### src/rtl/instruction_timing_sequencer.sv
// rtl/instruction_timing_sequencer.sv - variable-length 6502 T-state sequencer; optional macro PAGE_CROSS_EN
module instruction_timing_sequencer #(
    parameter int T_WIDTH          = 3,
    parameter int RDY_STALL_WRITES = 0
) (
    input  logic               clk,
    input  logic               res,
    input  logic               rdy,
    input  logic [7:0]         instruction,
    input  logic               page_cross,
    input  logic               branch_taken,
    output logic [T_WIDTH-1:0] t_state,
    output logic               sync,
    output logic [7:0]         opcode,
    output logic [3:0]         addr_mode,
    output logic [1:0]         op_class,
    output logic               rw,
    output logic               last_cycle
);
    localparam logic [3:0] M_IMP = 4'd0, M_IMM = 4'd1, M_ZPG = 4'd2, M_ZPX = 4'd3,
                           M_ZPY = 4'd4, M_ABS = 4'd5, M_ABX = 4'd6, M_ABY = 4'd7,
                           M_IZX = 4'd8, M_IZY = 4'd9, M_REL = 4'd10, M_STK = 4'd11;
    localparam logic [1:0] C_READ = 2'd0, C_STORE = 2'd1, C_RMW = 2'd2, C_CTRL = 2'd3;

    logic [2:0] aaa, bbb;
    logic [1:0] cc;
    logic [3:0] dec_mode;
    logic [1:0] dec_cls;
    logic [2:0] dec_len, len_q, len_eff, len_n;
    logic       special, penalty, pc_eff, stall;
    logic [T_WIDTH-1:0] t_n;
    logic [7:0] opcode_n;
    logic [3:0] mode_n;
    logic [1:0] cls_n;

    assign aaa = instruction[7:5];
    assign bbb = instruction[4:2];
    assign cc  = instruction[1:0];

`ifdef PAGE_CROSS_EN
    assign pc_eff = page_cross;
`else
    assign pc_eff = 1'b1;
`endif

    // Opcode decode, only meaningful while t_state is T0.
    always_comb begin
        dec_mode = M_IMP;
        case (cc)
            2'b01: case (bbb)
                3'd0: dec_mode = M_IZX;
                3'd1: dec_mode = M_ZPG;
                3'd2: dec_mode = M_IMM;
                3'd3: dec_mode = M_ABS;
                3'd4: dec_mode = M_IZY;
                3'd5: dec_mode = M_ZPX;
                3'd6: dec_mode = M_ABY;
                default: dec_mode = M_ABX;
            endcase
            2'b10: case (bbb)
                3'd0: dec_mode = M_IMM;
                3'd1: dec_mode = M_ZPG;
                3'd3: dec_mode = M_ABS;
                3'd5: dec_mode = (aaa == 3'd4 || aaa == 3'd5) ? M_ZPY : M_ZPX;
                3'd7: dec_mode = (aaa == 3'd5) ? M_ABY : M_ABX;
                default: dec_mode = M_IMP;
            endcase
            2'b00: case (bbb)
                3'd0: dec_mode = (aaa >= 3'd5) ? M_IMM : M_IMP;
                3'd1: dec_mode = M_ZPG;
                3'd3: dec_mode = M_ABS;
                3'd4: dec_mode = M_REL;
                3'd5: dec_mode = M_ZPX;
                3'd7: dec_mode = M_ABX;
                default: dec_mode = M_IMP;
            endcase
            default: dec_mode = M_IMP;
        endcase

        special = 1'b1;
        dec_len = 3'd2;
        case (instruction)
            8'h00:                dec_len = 3'd7;
            8'h20, 8'h40, 8'h60:  dec_len = 3'd6;
            8'h08, 8'h48, 8'h4C:  dec_len = 3'd3;
            8'h28, 8'h68:         dec_len = 3'd4;
            8'h6C:                dec_len = 3'd5;
            default:              special = 1'b0;
        endcase
        if (special) dec_mode = M_STK;

        if (special || dec_mode == M_REL)
            dec_cls = C_CTRL;
        else if (cc != 2'b11 && aaa == 3'd4 &&
                 dec_mode != M_IMP && dec_mode != M_IMM)
            dec_cls = C_STORE;
        else if (cc == 2'b10 && aaa != 3'd4 && aaa != 3'd5 &&
                 (dec_mode == M_ZPG || dec_mode == M_ZPX ||
                  dec_mode == M_ABS || dec_mode == M_ABX))
            dec_cls = C_RMW;
        else
            dec_cls = C_READ;

        if (!special) begin
            case (dec_mode)
                M_ZPG:          dec_len = (dec_cls == C_RMW) ? 3'd5 : 3'd3;
                M_ZPX:          dec_len = (dec_cls == C_RMW) ? 3'd6 : 3'd4;
                M_ZPY:          dec_len = 3'd4;
                M_ABS:          dec_len = (dec_cls == C_RMW) ? 3'd6 : 3'd4;
                M_ABX:          dec_len = (dec_cls == C_RMW) ? 3'd7 :
                                          (dec_cls == C_STORE) ? 3'd5 : 3'd4;
                M_ABY:          dec_len = (dec_cls == C_STORE) ? 3'd5 : 3'd4;
                M_IZX:          dec_len = 3'd6;
                M_IZY:          dec_len = (dec_cls == C_STORE) ? 3'd6 : 3'd5;
                default:        dec_len = 3'd2;
            endcase
        end
    end

    // Penalty cycles stretch the running length in the cycle that samples them.
    always_comb begin
        penalty = 1'b0;
        if (op_class == C_READ && (addr_mode == M_ABX || addr_mode == M_ABY) &&
            t_state == T_WIDTH'(3))
            penalty = pc_eff;
        if (op_class == C_READ && addr_mode == M_IZY && t_state == T_WIDTH'(4))
            penalty = pc_eff;
        if (addr_mode == M_REL && t_state == T_WIDTH'(1))
            penalty = branch_taken;
        if (addr_mode == M_REL && t_state == T_WIDTH'(2))
            penalty = pc_eff;
    end
    assign len_eff = len_q + {2'b00, penalty};

    // Output decode
    always_comb begin
        sync       = (t_state == '0);
        last_cycle = !sync && (t_state == T_WIDTH'(len_eff - 3'd1));
        rw         = 1'b1;
        if (!sync) begin
            case (op_class)
                C_STORE: rw = !last_cycle;
                C_RMW:   rw = !(last_cycle || t_state == T_WIDTH'(len_eff - 3'd2));
                C_CTRL: case (opcode)
                    8'h08, 8'h48: rw = (t_state != T_WIDTH'(2));
                    8'h20:        rw = !(t_state == T_WIDTH'(3) || t_state == T_WIDTH'(4));
                    8'h00:        rw = !(t_state == T_WIDTH'(2) || t_state == T_WIDTH'(3) ||
                                         t_state == T_WIDTH'(4));
                    default:      rw = 1'b1;
                endcase
                default: rw = 1'b1;
            endcase
        end
    end

    assign stall = !rdy && (RDY_STALL_WRITES != 0 || rw);

    // Next-state
    always_comb begin
        t_n      = t_state;
        opcode_n = opcode;
        mode_n   = addr_mode;
        cls_n    = op_class;
        len_n    = len_q;
        if (!stall) begin
            if (sync) begin
                t_n      = T_WIDTH'(1);
                opcode_n = instruction;
                mode_n   = dec_mode;
                cls_n    = dec_cls;
                len_n    = dec_len;
            end else if (last_cycle) begin
                t_n   = '0;
                len_n = len_eff;
            end else begin
                t_n   = t_state + T_WIDTH'(1);
                len_n = len_eff;
            end
        end
    end

    always_ff @(posedge clk) begin
        if (res) begin
            t_state   <= '0;
            opcode    <= 8'hEA;
            addr_mode <= M_IMP;
            op_class  <= C_READ;
            len_q     <= 3'd2;
        end else begin
            t_state   <= t_n;
            opcode    <= opcode_n;
            addr_mode <= mode_n;
            op_class  <= cls_n;
            len_q     <= len_n;
        end
    end
endmodule
### config.mk
export PLATFORM = sky130hd
export DESIGN_NAME = instruction_timing_sequencer
export DESIGN_NICKNAME = d
export VERILOG_FILES = /design/src/rtl/instruction_timing_sequencer.sv
export SDC_FILE = /design/constraint.sdc
export NUM_CORES = 1
export LEC_CHECK = 0
export CAP_MARGIN = 20
export CORE_ASPECT_RATIO = 1.75
export CORE_MARGIN = 4
export CORE_UTILIZATION = 52
export DETAILED_ROUTE_END_ITERATION = 12
export GPL_TIMING_DRIVEN = 0
export HOLD_SLACK_MARGIN = 0.15
export PLACE_DENSITY = 0.8
export SKIP_CTS_REPAIR_TIMING = 1
export SLEW_MARGIN = 30
export SYNTH_ARGS = -nofsm -noshare
export SYNTH_HDL_FRONTEND = slang
export SYNTH_SLANG_ARGS = --single-unit
### constraint.sdc
create_clock -name clk -period 3.9 [get_ports clk]
set_clock_uncertainty 0.05 [all_clocks]
set_input_delay 0.585 -clock clk [delete_from_list [all_inputs] [get_ports clk]]
set_output_delay 0.585 -clock clk [all_outputs]
set_load 0.01 [all_outputs]
==> results_dict.tcl <==
set metrics [dict create \
    status "complete, but fails checks" \
    violations "setup timing" \
    crit_top_cell "ha_4" \
    synth_top_family_by_area "simple AND/OR/NAND/NOR gates" \
    port_buffers 28 \
    drv_cap 0 \
    drc 0 \
    synth-edff-count 0 \
    pin_count 33 \
    grt_pass1_wl_um 8286 \
    yosysSeqAreaShare 0.2282 \
    synthSimpleGateAreaFrac 0.3067 \
    cp_cell_sequence "buf_6 -> ha_4 -> a21oi_2 -> nor4_2 -> o21ai_2 -> o41ai_4 -> ha_2 -> ha_4 -> xnor3_2 -> or3_4 -> a211oi_4 -> nor3_1 -> o21ai_1 -> nand2_1 -> buf_2" \
    p_per_area_nw_per_um2 306.3 \
    num_antenna_cells 0 \
    setup_viol 1 \
    dp_hpwl_um 3840 \
    hp-class "flip-flop to flip-flop" \
    synth_nets 258 \
    die_w_um 51.91 \
    final_nets 303 \
    ys_warn_count 0 \
    worstReg2RegStart "t_state[0]" \
    final_hold_viol_count 0 \
    routed_wl_um 6168 \
    fin_cells 323 \
    synth_mux_area_frac 0.01141 \
    clock_path_buffers 2 \
    ys_top_cells_by_area "dfxtp_1 23%, nand2_1 7.3%, ha_1 6.4%" \
    die_h_um 84.84 \
    rrSetupSlack_ns 0.07 \
    viasPerCell 6.381 \
    fin_crit_sh 1.007 \
    async_flop_share 0 \
    ys.flop_type "dfxtp_1" \
    antenna_found_initial 0 \
    cts_tree "done" \
    fin_util 0.7575 \
    critPathKind "flip-flop to primary output" \
    crit_slowest_cell "dfxtp_4" \
    slew_headroom 0.5115 \
    wl_per_cell_um 19.10 \
    yosysMostFrequentCell "nand2_1" \
    cts-root-buf "clkbuf_8" \
    fmax_mhz 254.5 \
    grt_pass1_vias 1801 \
    placed_area_um2 2088 \
    yosys.area.top_type "dfxtp_1" \
    worstPathArrival_ns 3.29 \
    p_total_mw 0.7446 \
    synth.top_cell.area_share 0.2282 \
    htree_num_levels 1 \
    synth-xor-area-share 0.02782 \
    rows 27 \
    die_area_um2 4403 \
    core-area_um2 3209 \
    setup_ws_ns -0.02905 \
    start_kind "flip-flop" \
    synthCells 236 \
    end_kind "primary output" \
    dp_worst_setup_slack_ns -0.5911 \
    rsz0062_at_grt "yes" \
    leakage_nw 0.9742 \
    grt_util_all_layers 0.2403 \
    max_stage_delay_ns 0.41 \
    worst_pin_slew_ns 0.7266 \
    gp_congestion 0.9591 \
    post-place-cells 307 \
    critPathRequiredTime_ns 3.26 \
    clk_latency_ns 0.26 \
    grt-ovfl-total 0 \
    synth-compound-area-share 0.2896 \
    synthDistinctLibCells 56 \
    cp_max_fo 5 \
    clock_sink_count 20 \
    start_util 0.5466 \
    synth_fa_ha_area_frac 0.06419 \
    area_growth_pct 38.59 \
    synthesis.area_um2 1754 \
    min_from "opcode[2]" \
    post-route-min-period_ns 3.929 \
    syn_area_per_cell_um2 7.433 \
    dr.pass1.iters 4 \
    final_layout_size_suffix_gt1_frac 0.2107 \
    drtIter0Drc 95 \
    synth_seq_cells 20 \
    finish.instance_area_um2 2431 \
    synthTopCellsByCount "34 x nand2_1, 20 x dfxtp_1, 17 x nor2_1, 15 x a21oi_1, 15 x inv_1" \
    clk_pin_slew_worst_paths_ns 0.08 \
    maxSlewViolCount 0 \
    cts_made_buffers 3 \
    crit_start "t_state[1]" \
    num_vias 2061 \
    grt_max_degree 13 \
    vdd_drop_max_v 0.0001763 \
    ant_nets 0 \
]
[cell usage in the layout (no fill, tap or decap), types with 3 or more instances in the layout]
cell type         n
nor2b_1           5
inv_4             3
clkbuf_8          3
a21oi_1          14
nor2_1           17
nand3b_1          7
ha_4              5
clkdlybuf4s50_1  25
dfxtp_1          16
nor3_1            6
ha_2              3
a211o_1           3
o21ai_0           8
a211oi_1          4
nand3_1           5
nand2_1          34
inv_1            12
buf_2             3
o31ai_1           7
nand2b_1          8
clkbuf_1         12
buf_4            11
[where the power goes]
part	leakage [nW]	switching [mW]	internal, mW
Clock	0.0357	0.0750	0.137
Combinational	0.772	0.157	0.129
Sequential	0.167	0.0250	0.222
Total	0.974	0.257	0.488
[area by class of cell]
type / instances / area (um2)
Buffer: 15 / 66.31
Multi-Input combinational cell: 185 / 1388
Tap cell: 43 / 53.80
Inverter: 16 / 67.56
Clock inverter: 1 / 30.03
Fill cell: 230 / 778.2
Clock buffer: 3 / 41.29
Timing Repair Buffer: 40 / 374.1
Sequential cell: 20 / 410.4
[sequential cells by signal, indices dropped and copies added, names as in the netlist]
register and count:
len_q 3, op_class 2, addr_mode 4, t_state 3, opcode 8
[per-layer routing]
layer	GRT usage	wire length (um)
met5	0	0
met4	0.1169	333
met3	0.01406	349
met2	0.4410	3279
met1	0.2662	2206
[critical path, delay by kind of cell, from the launching register on]
family	cells	cell delay (ns)
AOI/OAI and AO/OA	5	0.64
adders and majority gates	3	0.53
xor gates and xnor gates	1	0.29
buffers and inverters	2	0.28
DFF	1	0.41
and+or+nand+nor	4	0.87
[through the flow]
| stage | setup TNS (ns) | hold slack, ns |
|---|---|---|
| global route | -0.2591 | 0.4623 |
| floorplan | 0 | 0.4129 |
| detailed placement | -0.8586 | 0.4146 |
| finish | -0.02905 | 0.4301 |
| CTS | -1.155 | 0.4267 |
| global placement | -0.7902 | 0.4130 |
[final timing paths]
path | end | cells past startpoint
max | rw | 15
min | opcode[2] | 2
max reg2reg | t_state[0] | 14
min reg2reg | opcode[2] | 2
[logic make-up after synthesis]
group,after synthesis
flops,20
compound gates,67
xor+xnor,4
mux,2
fa+ha+maj,9
buf+inv,31
simple gates,103
Power figures use the tool's default switching activity.
